<file path="src/rtl/ex_ctrl_pkg.sv">
// Shared constants and types for the EX-stage hazard controller and its mult/div sequencer.
package ex_ctrl_pkg;

  localparam logic [5:0] OP_RTYPE = 6'b000000;
  localparam logic [5:0] OP_LW    = 6'b100011;
  localparam logic [5:0] OP_SW    = 6'b101011;
  localparam logic [5:0] OP_BEQ   = 6'b000100;
  localparam logic [5:0] OP_BNE   = 6'b000101;

  localparam logic [5:0] FN_MULT  = 6'b011000;
  localparam logic [5:0] FN_MULTU = 6'b011001;
  localparam logic [5:0] FN_DIV   = 6'b011010;
  localparam logic [5:0] FN_DIVU  = 6'b011011;

  localparam logic [1:0] FWD_RF  = 2'b00;
  localparam logic [1:0] FWD_WB  = 2'b01;
  localparam logic [1:0] FWD_MEM = 2'b10;

  localparam int MDU_CNT_W = 6;

  typedef enum logic [1:0] {IDLE, BUSY, DONE} mdu_state_t;

  function automatic logic is_md_op(input logic [5:0] op, input logic [5:0] funct);
    return (op == OP_RTYPE) &&
           ((funct == FN_MULT) || (funct == FN_MULTU) ||
            (funct == FN_DIV)  || (funct == FN_DIVU));
  endfunction

endpackage

</file>
<file path="src/rtl/mdu_seq.sv">
// Sequencer for the shared iterative mult/div unit: start/abort pulses and pipeline stall.
module mdu_seq
  import ex_ctrl_pkg::*;
#(
  parameter int LATENCY = 32
) (
  input  logic clk,
  input  logic rst,
  input  logic md_op,
  input  logic flush,
  output logic start,
  output logic abort,
  output logic busy,
  output logic stall
);

  localparam logic [MDU_CNT_W-1:0] CNT_LOAD = MDU_CNT_W'(LATENCY - 1);

  mdu_state_t state, state_nxt;
  logic [MDU_CNT_W-1:0] cnt, cnt_nxt;

  always_ff @(posedge clk) begin
    if (rst) begin
      state <= IDLE;
      cnt   <= '0;
    end else begin
      state <= state_nxt;
      cnt   <= cnt_nxt;
    end
  end

  always_comb begin
    state_nxt = state;
    cnt_nxt   = cnt;
    start     = 1'b0;
    abort     = 1'b0;
    busy      = 1'b0;
    stall     = 1'b0;
    case (state)
      IDLE: begin
        if (md_op) begin
          if (flush) begin
            abort   = 1'b1;
            cnt_nxt = '0;
          end else begin
            start     = 1'b1;
            stall     = 1'b1;
            cnt_nxt   = CNT_LOAD;
            state_nxt = BUSY;
          end
        end
      end
      BUSY: begin
        busy = 1'b1;
        if (flush) begin
          abort     = 1'b1;
          cnt_nxt   = '0;
          state_nxt = IDLE;
        end else begin
          stall = 1'b1;
          if (cnt == '0) state_nxt = DONE;
          else           cnt_nxt   = cnt - 1'b1;
        end
      end
      DONE:    state_nxt = IDLE;
      default: state_nxt = IDLE;
    endcase
    // Reset silences the pulses so a mid-operation reset never reads as an abort.
    if (rst) begin
      start = 1'b0;
      abort = 1'b0;
      stall = 1'b0;
    end
  end

endmodule

</file>
<file path="src/rtl/ex_hazard_ctrl.sv">
// EX-stage forwarding, load-use, branch-flush and mult/div stall control.
// Macro EX_HAZARD_MDU_EN builds the mult/div sequencer; without it mdu_* outputs are 0.
module ex_hazard_ctrl
  import ex_ctrl_pkg::*;
#(
  parameter int MDU_LATENCY = 32
) (
  input  logic       CLK,
  input  logic       reset,
  input  logic [4:0] rsD,
  input  logic [4:0] rtD,
  input  logic [4:0] rsE,
  input  logic [4:0] rtE,
  input  logic [5:0] opE,
  input  logic [5:0] funcE,
  input  logic [4:0] writeRegM,
  input  logic [4:0] writeRegW,
  input  logic       regWriteM,
  input  logic       regWriteW,
  input  logic       branchM,
  input  logic       ZeroM,
  output logic [1:0] forwardAE,
  output logic [1:0] forwardBE,
  output logic       stallF,
  output logic       stallD,
  output logic       stallE,
  output logic       flushD,
  output logic       flushE,
  output logic       mdu_start,
  output logic       mdu_abort,
  output logic       mdu_busy
);

  function automatic logic [1:0] fwd_sel(input logic [4:0] src,
                                         input logic rw_m, input logic [4:0] wr_m,
                                         input logic rw_w, input logic [4:0] wr_w);
    if (rw_m && (wr_m != 5'd0) && (wr_m == src))      return FWD_MEM;
    else if (rw_w && (wr_w != 5'd0) && (wr_w == src)) return FWD_WB;
    else                                              return FWD_RF;
  endfunction

  logic branch_taken;
  logic load_use;
  logic lu_stall;
  logic seq_stall;

  assign forwardAE = fwd_sel(rsE, regWriteM, writeRegM, regWriteW, writeRegW);
  assign forwardBE = fwd_sel(rtE, regWriteM, writeRegM, regWriteW, writeRegW);

  assign branch_taken = branchM & ZeroM;
  assign load_use     = (opE == OP_LW) && (rtE != 5'd0) && ((rtE == rsD) || (rtE == rtD));

`ifdef EX_HAZARD_MDU_EN
  mdu_seq #(
    .LATENCY (MDU_LATENCY)
  ) u_mdu_seq (
    .clk   (CLK),
    .rst   (reset),
    .md_op (is_md_op(opE, funcE)),
    .flush (branch_taken),
    .start (mdu_start),
    .abort (mdu_abort),
    .busy  (mdu_busy),
    .stall (seq_stall)
  );
`else
  logic unused_cfg;
  assign unused_cfg = ^{funcE, CLK, reset, MDU_CNT_W'(MDU_LATENCY)};
  assign mdu_start  = 1'b0;
  assign mdu_abort  = 1'b0;
  assign mdu_busy   = 1'b0;
  assign seq_stall  = 1'b0;
`endif

  // A taken branch outranks both stall sources; a busy sequencer masks load-use.
  assign lu_stall = load_use & ~mdu_busy & ~branch_taken;

  assign stallF = seq_stall | lu_stall;
  assign stallD = seq_stall | lu_stall;
  assign stallE = seq_stall;
  assign flushD = branch_taken;
  assign flushE = branch_taken | lu_stall;

endmodule

</file>
<file path="config.mk">
export PLATFORM = sky130hd
export DESIGN_NAME = ex_hazard_ctrl
export DESIGN_NICKNAME = d
export VERILOG_FILES = /design/src/rtl/ex_ctrl_pkg.sv /design/src/rtl/mdu_seq.sv /design/src/rtl/ex_hazard_ctrl.sv
export SDC_FILE = /design/constraint.sdc
export NUM_CORES = 1
export LEC_CHECK = 0
export CORE_MARGIN = 2
export CORE_UTILIZATION = 28
export DETAILED_ROUTE_END_ITERATION = 10
export GPL_TIMING_DRIVEN = 0
export PLACE_DENSITY = 0.92
export SYNTH_ARGS = -nofsm -noshare
export SYNTH_HDL_FRONTEND = slang
export SYNTH_SLANG_ARGS = --single-unit
export TNS_END_PERCENT = 1
</file>
<file path="constraint.sdc">
create_clock -name vclk -period 1.7
set_input_delay 0.17 -clock vclk [all_inputs]
set_output_delay 0.17 -clock vclk [all_outputs]
set_load 0.01 [all_outputs]
</file>
==> results.json <==
{
  "io_pins": 60,
  "register_area_um2": 0,
  "clockPowerShare_pct": 0,
  "required_ns": 1.53,
  "cp-end-kind": "primary output",
  "finish.utilization_pct": 59.0,
  "yosys.area.top_type_share_pct": 42.2,
  "grt_max_degree": 6,
  "initial_core_util_pct": 29.2,
  "placedCellCount": 137,
  "firstDrtPassIters": 4,
  "die_x_um": 46.2,
  "startpoint": "opE[2]",
  "num_antenna_cells": 0,
  "ant_nets": 0,
  "track_usage_pct": 15.6,
  "setup-violations-final": 1,
  "crit_type": "in -> out",
  "hpwl_um": 1520,
  "rsz0062_at_grt": "true",
  "antenna_found_initial": 0,
  "synth_common_cells": "xor2_1 (24), xnor2_1 (6), buf_4 (5), clkbuf_1 (5)",
  "vias_per_cell": 4.51,
  "start_kind": "input pin",
  "yosysUniqueCellTypes": 18,
  "ys_warn_count": 0,
  "drv_cap": 0,
  "fmax_mhz": 588,
  "synth.avg_cell_area_um2": 7.55,
  "grt_pass1_vias": 533,
  "hold_viol_final": 0,
  "crit_fanout": 2,
  "p_leak_nw": 0.461,
  "violations": "setup timing",
  "period_share_pct": 100,
  "hold_start": "writeRegW[3]",
  "die_area_um2": 2130,
  "wirelength_um": 1880,
  "overflow": 0,
  "grt_pass1_wl_um": 2460,
  "fin_nets": 162,
  "min_period_ns": 1.70,
  "wl_per_cell_um": 13.7,
  "fin_ws_ns": -0.000808,
  "power_frac_seq_pct": 0,
  "synthCells": 66,
  "slew_violations": 0,
  "fin_setup_tns_ns": -0.000808,
  "intPower_uw": 119,
  "route.vias.total": 618,
  "seq_cell_count": 0,
  "hp-class": "in -> out",
  "yosysSeqAreaShare_pct": 0,
  "drive_gt1_share_pct": 29.5,
  "drc": 0,
  "port_buffers": 43,
  "arrival_ns": 1.53,
  "synth_area_leader_cell": "xor2_1",
  "gp_congestion": 0.752,
  "rows": 15,
  "dr.first_iter.drc_count": 8,
  "core_region_area_um2": 1710,
  "place_ws_ns": -0.796,
  "p_per_area_nw_per_um2": 221,
  "irDropWorstVdd_uv": 108,
  "synth.most_common_cell": "xor2_1",
  "fin_area_um2": 1010,
  "instances_no_fill": 137,
  "holdBufCountCts": 0,
  "switching_power_uw": 103,
  "mappedNetlistArea_um2": 498,
  "synthTopCellsByArea": "xor2_1 (42%), xnor2_1 (11%), nor4_2 (10%)",
  "switching_share_pct": 46.4,
  "placed_cell_area_um2": 971,
  "n_clock_buffer": 0,
  "die_h_um": 46.2,
  "pwr-share-comb_pct": 100.0,
  "syn_to_final_growth_pct": 102,
  "status": "complete, but fails checks"
}
-- power by group through the flow --
| stage | registers, mW | logic [mW] | clock network, mW |
|---|---|---|---|
| after global routing | 0 | 0.237 | 0 |
| final | 0 | 0.223 | 0 |
| after CTS | 0 | 0.216 | 0 |
| after floorplan | 0 | 0.0942 | 0 |
| after global placement | 0 | 0.205 | 0 |
| after detailed placement | 0 | 0.213 | 0 |
-- path summary, 6_finish.rpt --
| check | slack [ns] | cells past startpoint | to |
|---|---|---|---|
| setup / recovery | -0.0008 | 6 | stallF |
| hold / removal | 0.81 | 4 | forwardAE[0] |
-- what timing repair did --
action | in CTS | in global routing
endpoints found under the setup margin | 7 | 7
pin swaps | 4 | 11
setup buffers | 0 | 0
endpoints found under the hold margin | 0 | 0
gates resized for setup | 44 | 29
-- logic make-up after synthesis --
logic type                share of synthesized area [%]
and+or+nand+nor                                    29.4
xor gates and xnor gates                           52.8
buffers and inverters                              11.3
AOI/OAI and AO/OA                                  5.78
other                                             0.753
-- worst max-delay path, cell delays in order --
cell             delay [ns]
clkdlybuf4s50_1        0.41
nor4b_1                0.28
nand4_1                0.18
nor3_2                 0.22
buf_4                  0.16
buf_4                  0.11
-- cells in the final DEF, fill, tap and decap left out, drive strengths merged, types with 2 or more instances in the layout --
cell,n
nor4,4
nand3,2
dlymetal6s2s,8
or4,4
buf,11
clkdlybuf4s15,4
dlygate4sd2,2
clkdlybuf4s50,17
xor2,24
nor2,3
clkbuf,11
conb,4
nor3,4
xnor2,6
o21ai,2
-- final cells by class --
| class | instances | area [µm²] |
|---|---|---|
| buffer | 10 | 56.3 |
| timing repair buffer | 43 | 392 |
| multi-input combinational | 59 | 528 |
| tap | 25 | 31.3 |
| fill | 149 | 701 |
-- routing by layer --
layer	GRT usage, %	wire, µm	up-vias
met1	20.5	770	291
li1	-	-	308
met3	0	58	0
met5	0	0	-
met4	0	0	0
met2	29.7	1050	19
-- through the flow --
stage                     power, mW  hold slack [ns]
final                         0.223            0.806
after global placement        0.205             1.23
after global routing          0.237            0.845
after floorplan              0.0942            0.464
after CTS                     0.216            0.912
after detailed placement      0.213             1.23
Power figures use the tool's default switching activity.
